`src/rtl/mem_wb_stage.sv`:
```
// mem_wb_stage
//   MEM/WB pipeline register with write-back formatting.
//   - Aligns and sign/zero-extends load data (LW/LB/LBU/LH/LHU) before the
//     stage register, so every output is registered.
//   - Drives the register-file write port one cycle after MEM.
//   - Keeps a retired-instruction counter (instret).
//   - Optional HI/LO register pair, enabled by defining the macro HILO_EN.
//
// Ports
//   clk, rst              clock; synchronous active-high reset
//   stall_mem, stall_wb   MEM stalled (insert bubble) / WB stalled (hold)
//   flush                 kill the instruction entering WB
//   mem_valid, mem_wreg   MEM instruction is real / writes a GPR
//   mem_waddr             destination GPR
//   mem_result            ALU result for non-load instructions
//   mem_is_load           instruction is a load
//   mem_ld_type           000 LW, 001 LB, 010 LBU, 011 LH, 100 LHU, others LW
//   mem_addr_lo           load byte address [1:0]
//   mem_rdata             raw little-endian data-memory word
//   wb_we/wb_waddr/wb_wdata   register-file write port
//   wb_misalign           pulse: misaligned load reached WB
//   instret               retired-instruction count
//   (HILO_EN) mem_whilo, mem_hi, mem_lo in; hi_o, lo_o out
module mem_wb_stage #(
  parameter int REG_ADDR_W = 5,
  parameter int CNT_W      = 32
) (
  input  logic                  clk,
  input  logic                  rst,
  input  logic                  stall_mem,
  input  logic                  stall_wb,
  input  logic                  flush,
  input  logic                  mem_valid,
  input  logic                  mem_wreg,
  input  logic [REG_ADDR_W-1:0] mem_waddr,
  input  logic [31:0]           mem_result,
  input  logic                  mem_is_load,
  input  logic [2:0]            mem_ld_type,
  input  logic [1:0]            mem_addr_lo,
  input  logic [31:0]           mem_rdata,
`ifdef HILO_EN
  input  logic                  mem_whilo,
  input  logic [31:0]           mem_hi,
  input  logic [31:0]           mem_lo,
  output logic [31:0]           hi_o,
  output logic [31:0]           lo_o,
`endif
  output logic                  wb_we,
  output logic [REG_ADDR_W-1:0] wb_waddr,
  output logic [31:0]           wb_wdata,
  output logic                  wb_misalign,
  output logic [CNT_W-1:0]      instret
);

  localparam logic [2:0] LD_LW  = 3'b000;
  localparam logic [2:0] LD_LB  = 3'b001;
  localparam logic [2:0] LD_LBU = 3'b010;
  localparam logic [2:0] LD_LH  = 3'b011;
  localparam logic [2:0] LD_LHU = 3'b100;

  // ---------------------------------------------------------------------------
  // Load alignment and misalignment detection (combinational, ahead of the reg)
  // ---------------------------------------------------------------------------
  logic [7:0]  ld_byte;
  logic [15:0] ld_half;
  logic [31:0] ld_data;
  logic        is_half;
  logic        is_word;
  logic        misalign;
  logic [31:0] wdata_next;
  logic        we_next;

  always_comb begin
    ld_byte = mem_rdata[{mem_addr_lo, 3'b000} +: 8];
    ld_half = mem_addr_lo[1] ? mem_rdata[31:16] : mem_rdata[15:0];

    ld_data = mem_rdata;
    case (mem_ld_type)
      LD_LB:   ld_data = {{24{ld_byte[7]}}, ld_byte};
      LD_LBU:  ld_data = {24'h0, ld_byte};
      LD_LH:   ld_data = {{16{ld_half[15]}}, ld_half};
      LD_LHU:  ld_data = {16'h0, ld_half};
      default: ld_data = mem_rdata;  // LW and the unused encodings
    endcase

    is_half = (mem_ld_type == LD_LH) || (mem_ld_type == LD_LHU);
    // Every encoding that is not a byte or half load behaves as LW.
    is_word = !is_half && (mem_ld_type != LD_LB) && (mem_ld_type != LD_LBU);

    misalign = mem_valid && mem_is_load &&
               ((is_half && mem_addr_lo[0]) || (is_word && (mem_addr_lo != 2'b00)));

    wdata_next = mem_is_load ? ld_data : mem_result;
    // r0 is hard-wired zero, so it is never written even though it retires.
    we_next    = mem_valid && mem_wreg && (mem_waddr != '0) && !misalign;
  end

  // ---------------------------------------------------------------------------
  // Stage register. Priority: rst > flush > stall_wb > stall_mem > normal.
  // ---------------------------------------------------------------------------
  logic                  valid_reg;
  logic                  we_reg;
  logic [REG_ADDR_W-1:0] waddr_reg;
  logic [31:0]           wdata_reg;
  logic                  misalign_reg;
  logic [CNT_W-1:0]      instret_reg;

  always_ff @(posedge clk) begin
    if (rst) begin
      valid_reg    <= 1'b0;
      we_reg       <= 1'b0;
      waddr_reg    <= '0;
      wdata_reg    <= '0;
      misalign_reg <= 1'b0;
      instret_reg  <= '0;
    end else if (flush || (!stall_wb && stall_mem)) begin
      // Bubble. A stalled MEM instruction stays put and is captured later,
      // so it must not be counted here.
      valid_reg    <= 1'b0;
      we_reg       <= 1'b0;
      waddr_reg    <= '0;
      wdata_reg    <= '0;
      misalign_reg <= 1'b0;
    end else if (!stall_wb) begin
      valid_reg    <= mem_valid;
      we_reg       <= we_next;
      waddr_reg    <= mem_waddr;
      wdata_reg    <= wdata_next;
      misalign_reg <= misalign;
      if (mem_valid && !misalign) begin
        instret_reg <= instret_reg + CNT_W'(1);  // wraps naturally at 2^CNT_W
      end
    end
    // stall_wb alone: hold everything
  end

  assign wb_we       = we_reg;
  assign wb_waddr    = waddr_reg;
  assign wb_wdata    = wdata_reg;
  assign wb_misalign = misalign_reg;
  assign instret     = instret_reg;

`ifdef HILO_EN
  // ---------------------------------------------------------------------------
  // HI/LO: staged alongside the GPR result, committed on the following edge.
  // ---------------------------------------------------------------------------
  logic        whilo_reg;
  logic [31:0] hi_stg_reg;
  logic [31:0] lo_stg_reg;
  logic [31:0] hi_reg;
  logic [31:0] lo_reg;

  always_ff @(posedge clk) begin
    if (rst) begin
      whilo_reg  <= 1'b0;
      hi_stg_reg <= '0;
      lo_stg_reg <= '0;
    end else if (flush || (!stall_wb && stall_mem)) begin
      whilo_reg  <= 1'b0;
      hi_stg_reg <= '0;
      lo_stg_reg <= '0;
    end else if (!stall_wb) begin
      whilo_reg  <= mem_valid && mem_whilo;
      hi_stg_reg <= mem_hi;
      lo_stg_reg <= mem_lo;
    end
  end

  always_ff @(posedge clk) begin
    if (rst) begin
      hi_reg <= '0;
      lo_reg <= '0;
    end else if (whilo_reg && !stall_wb) begin
      hi_reg <= hi_stg_reg;
      lo_reg <= lo_stg_reg;
    end
  end

  // Bypass so a consumer sees the new HI/LO in the WB cycle itself.
  assign hi_o = whilo_reg ? hi_stg_reg : hi_reg;
  assign lo_o = whilo_reg ? lo_stg_reg : lo_reg;
`endif

endmodule

```
`config.mk`:
```
export PLATFORM = sky130hd
export DESIGN_NAME = mem_wb_stage
export DESIGN_NICKNAME = d
export VERILOG_FILES = /design/src/rtl/mem_wb_stage.sv
export SDC_FILE = /design/constraint.sdc
export NUM_CORES = 1
export LEC_CHECK = 0
export ABC_AREA = 1
export CELL_PAD_IN_SITES_DETAIL_PLACEMENT = 0
export CELL_PAD_IN_SITES_GLOBAL_PLACEMENT = 1
export CORE_UTILIZATION = 31
export CTS_CLUSTER_SIZE = 10
export DETAILED_ROUTE_END_ITERATION = 6
export GPL_ROUTABILITY_DRIVEN = 0
export PLACE_DENSITY_LB_ADDON = 0.08
export SLEW_MARGIN = 25
export SYNTH_ARGS = -nofsm -noshare
export SYNTH_HDL_FRONTEND = slang
export SYNTH_SLANG_ARGS = --single-unit
export TNS_END_PERCENT = 50
```
`constraint.sdc`:
```
create_clock -name clk -period 1.7 [get_ports clk]
set_input_delay 0.255 -clock clk [delete_from_list [all_inputs] [get_ports clk]]
set_output_delay 0.255 -clock clk [all_outputs]
set_load 0.01 [all_outputs]
```
==> metrics.md <==
| Metric | Value |
|---|---|
| Status | `finished, final reports clean` |
| Period utilization | `97.05%` |
| Antenna-violating nets left | `0` |
| Post-route cell area | `0.007059 mm²` |
| Total number of vias | `5590` |
| Initial antenna violation count | `0` |
| Post-Synth Simple-Gate Area | `37.85%` |
| Number of H-tree levels | `3` |
| Delay-heaviest family, CP | `buffers and inverters` |
| Max Freq | `606.1 MHz` |
| FP Rows | `44` |
| DRC violations left | `0` |
| Max Buffers Root-to-Sink | `2` |
| Pre-Repair DR Iteration Count | `5` |
| Clk_skew | `0.004366 ns` |
| Kind of critical path | `reg -> out` |
| Initial Util | `31.62%` |
| Mux cell area share after synthesis | `0%` |
| Hold Violations, Final | `0` |
| Total die area | `0.01526 mm²` |
| DP HPWL | `13400 µm` |
| Worst slew pin tran | `0.4142 ns` |
| Layout cells sized above 1 | `10.67%` |
| Power density cells | `675.5 mW/mm²` |
| # IOs | `153` |
| Nets | `1015` |
| Setup violations, final | `0` |
| Syn_area_per_cell | `6.056 µm²` |
| R2R Path End | `instret[22]$_SDFFE_PP0P_` |
| Arrival time at the worst endpoint | `1.39 ns` |
| Total grt overflow | `0` |
| Routed vias/inst | `4.987` |
| Chip height | `123.5 µm` |
| Crit-path cells | `clkdlybuf4s50_1` |
| WP data required | `1.44 ns` |
| Post-synth EDFFs | `0` |
| Syn nets | `839` |
| Largest family of logic cells by synthesized area | `simple AND/OR/NAND/NOR gates` |
| Post-synth design cell area | `0.004578 mm²` |
| Port Buffers | `152` |
| Post-CTS Hold Fix Bufs | `0` |
| Post-Route WL | `17540 µm` |
| Area growth syn-to-layout | `54.20%` |
| Fin cells | `1121` |
| CP max FO | `6` |
| Crit end category | `output pin` |
| Register area share after synthesis | `31.05%` |
| Primary FF master, synth | `dfxtp_1` |
| VDD IR max | `0.4683 mV` |
| Crit-path max cell delay | `0.59 ns` |
| Antenna diodes | `0` |
| First-pass GRT wire length | `26850 µm` |
| Xor/xnor share of the synthesized area | `2.296%` |
| Tightest Hold Check Type | `reg -> reg` |
| CORE AREA | `0.01448 mm²` |
| R2R cell count | `9` |
| YS warnings | `0` |
| Critical path endpoint | `instret[20]` |
| Chip Width | `123.5 µm` |
| Post-CTS Resized | `1` |
| CP Launch Type | `register` |
| CTS Buf Count | `9` |
| Wire length per cell | `15.65 µm` |
| CTS tree | `built` |
| Slew Limit Fails | `0` |
| RSZ-0062 raised after global routing | `true` |
| Compound-gate portion of the synthesized area | `21.10%` |
| Leak | `2.827 nW` |
| Post-Synthesis Cells | `756` |
| Max_cap viols | `0` |
| Yosys top cell by area | `dfxtp_1` |
| Clock sink count | `71` |
| #FFs+latches synth | `71` |
| CTS clk-pin slew, worst paths | `0.06 ns` |
| Clk_lat worst skew | `0.34 ns` |
| Commonest cells post-synth | `268 x nand2_1, 117 x a21oi_1, 71 x dfxtp_1` |
| Crit path depth | `1` |
| FF-to-FF setup slack | `0.10 ns` |
| Slowest cell on crit path | `clkdlybuf4s50_1` |
| Dpl cells | `1105` |
| Post-CTS setup buffer count | `0` |
| Placed cell area | `0.006698 mm²` |
| Ys async rst share | `0%` |
| Most common cell in the netlist | `nand2_1` |
| Share of the synthesized area in the top cell type | `31.05%` |
| Initial DRC count | `359` |
| Root buffer cell | `clkbuf_16` |
| Total track usage | `23.22%` |
| Slew headroom | `72.39%` |
| Area contributors post-synth | `dfxtp_1 31%, nand2_1 22%, a21oi_1 13%, nor2_1 5.2%, o21ai_0 4.7%` |
| Netlist cell types | `26` |
| Crit path from | `instret[20]$_SDFFE_PP0P_` |
| Minimum clock period | `1.650 ns` |
| Synth Area in Adders | `0.2733%` |
| Bufs and invs on worst path | `1` |
| Vias in the first global route | `4955` |
| Critical R2R Launch | `instret[20]$_SDFFE_PP0P_` |
| Largest net degree at the start of global routing | `40` |
## cell type report
type | count | area (µm²)
clock buffer | 13 | 260.3
clock inverter | 3 | 65.06
fill | 1482 | 7420
inverter | 38 | 142.6
multi-input combinational | 605 | 2839
sequential | 71 | 1428
tap | 184 | 230.2
timing repair buffer | 207 | 2095
## through the flow
stage                     hold slack [ns]  total power [mW]  TNS [ns]  worst slack (ns)  util, %
after floorplan                    0.3976             2.164         0            0.1376        -
after global placement             0.4581             2.685    -9.344           -0.2324    46.26
after detailed placement           0.4620             2.689    -12.78           -0.2552    46.26
after CTS                          0.4700             4.798         0          0.008940    48.51
after global routing               0.4821             4.959  -0.02431          -0.01877    48.76
final                              0.4660             4.768         0           0.05011    48.76
## cells in the final DEF, fill, tap and decap left out, types with 5 or more instances in the layout
cell	count
a21oi_1	117
buf_12	12
buf_4	43
clkbuf_16	9
clkdlybuf4s50_1	148
dfxtp_1	66
dfxtp_2	5
inv_1	34
nand2_1	268
nand3_1	38
nand3b_1	18
nand4_1	6
nor2_1	58
nor2_2	6
o211ai_1	22
o21ai_0	42
or2_2	9
xor2_1	9
## worst min path at each step
stage | from | to | slack, ns | depth (start not counted)
3_5_place_dp | wb_we$_SDFFE_PP0N_ | wb_we$_SDFFE_PP0N_ | 0.46 | 2
5_1_grt | wb_we$_SDFFE_PP0N_ | wb_we$_SDFFE_PP0N_ | 0.48 | 2
2_1_floorplan | mem_wreg | wb_we$_SDFFE_PP0N_ | 0.40 | 2
3_3_place_gp | wb_waddr[4]$_SDFFE_PP0N_ | wb_waddr[4]$_SDFFE_PP0N_ | 0.46 | 2
4_1_cts | wb_we$_SDFFE_PP0N_ | wb_we$_SDFFE_PP0N_ | 0.47 | 2
6_report | wb_we$_SDFFE_PP0N_ | wb_we$_SDFFE_PP0N_ | 0.47 | 2
## metal layers
metal  global-route usage [%]  part of all wire [%]
met4                    6.325                   1.1
met5                        0                     0
met1                    36.76                    53
met3                    4.474                   7.4
met2                    30.76                    39
## where the power goes
part	internal (mW)	leakage (nW)	switching (mW)
registers	1.70	0.578	0.0179
logic	0.467	2.09	0.478
clock network	1.36	0.160	0.743
## cells by family (layout without fill, tap and decap cells)
kind of cell	after synthesis	after routing
and+or+nand+nor	410	410
AOI/OAI and AO/OA	182	182
xor gates and xnor gates	12	12
buffers and inverters	80	261
adders and majority gates	1	1
DFF	71	71
No activity file was read; power rests on OpenSTA's default activity.
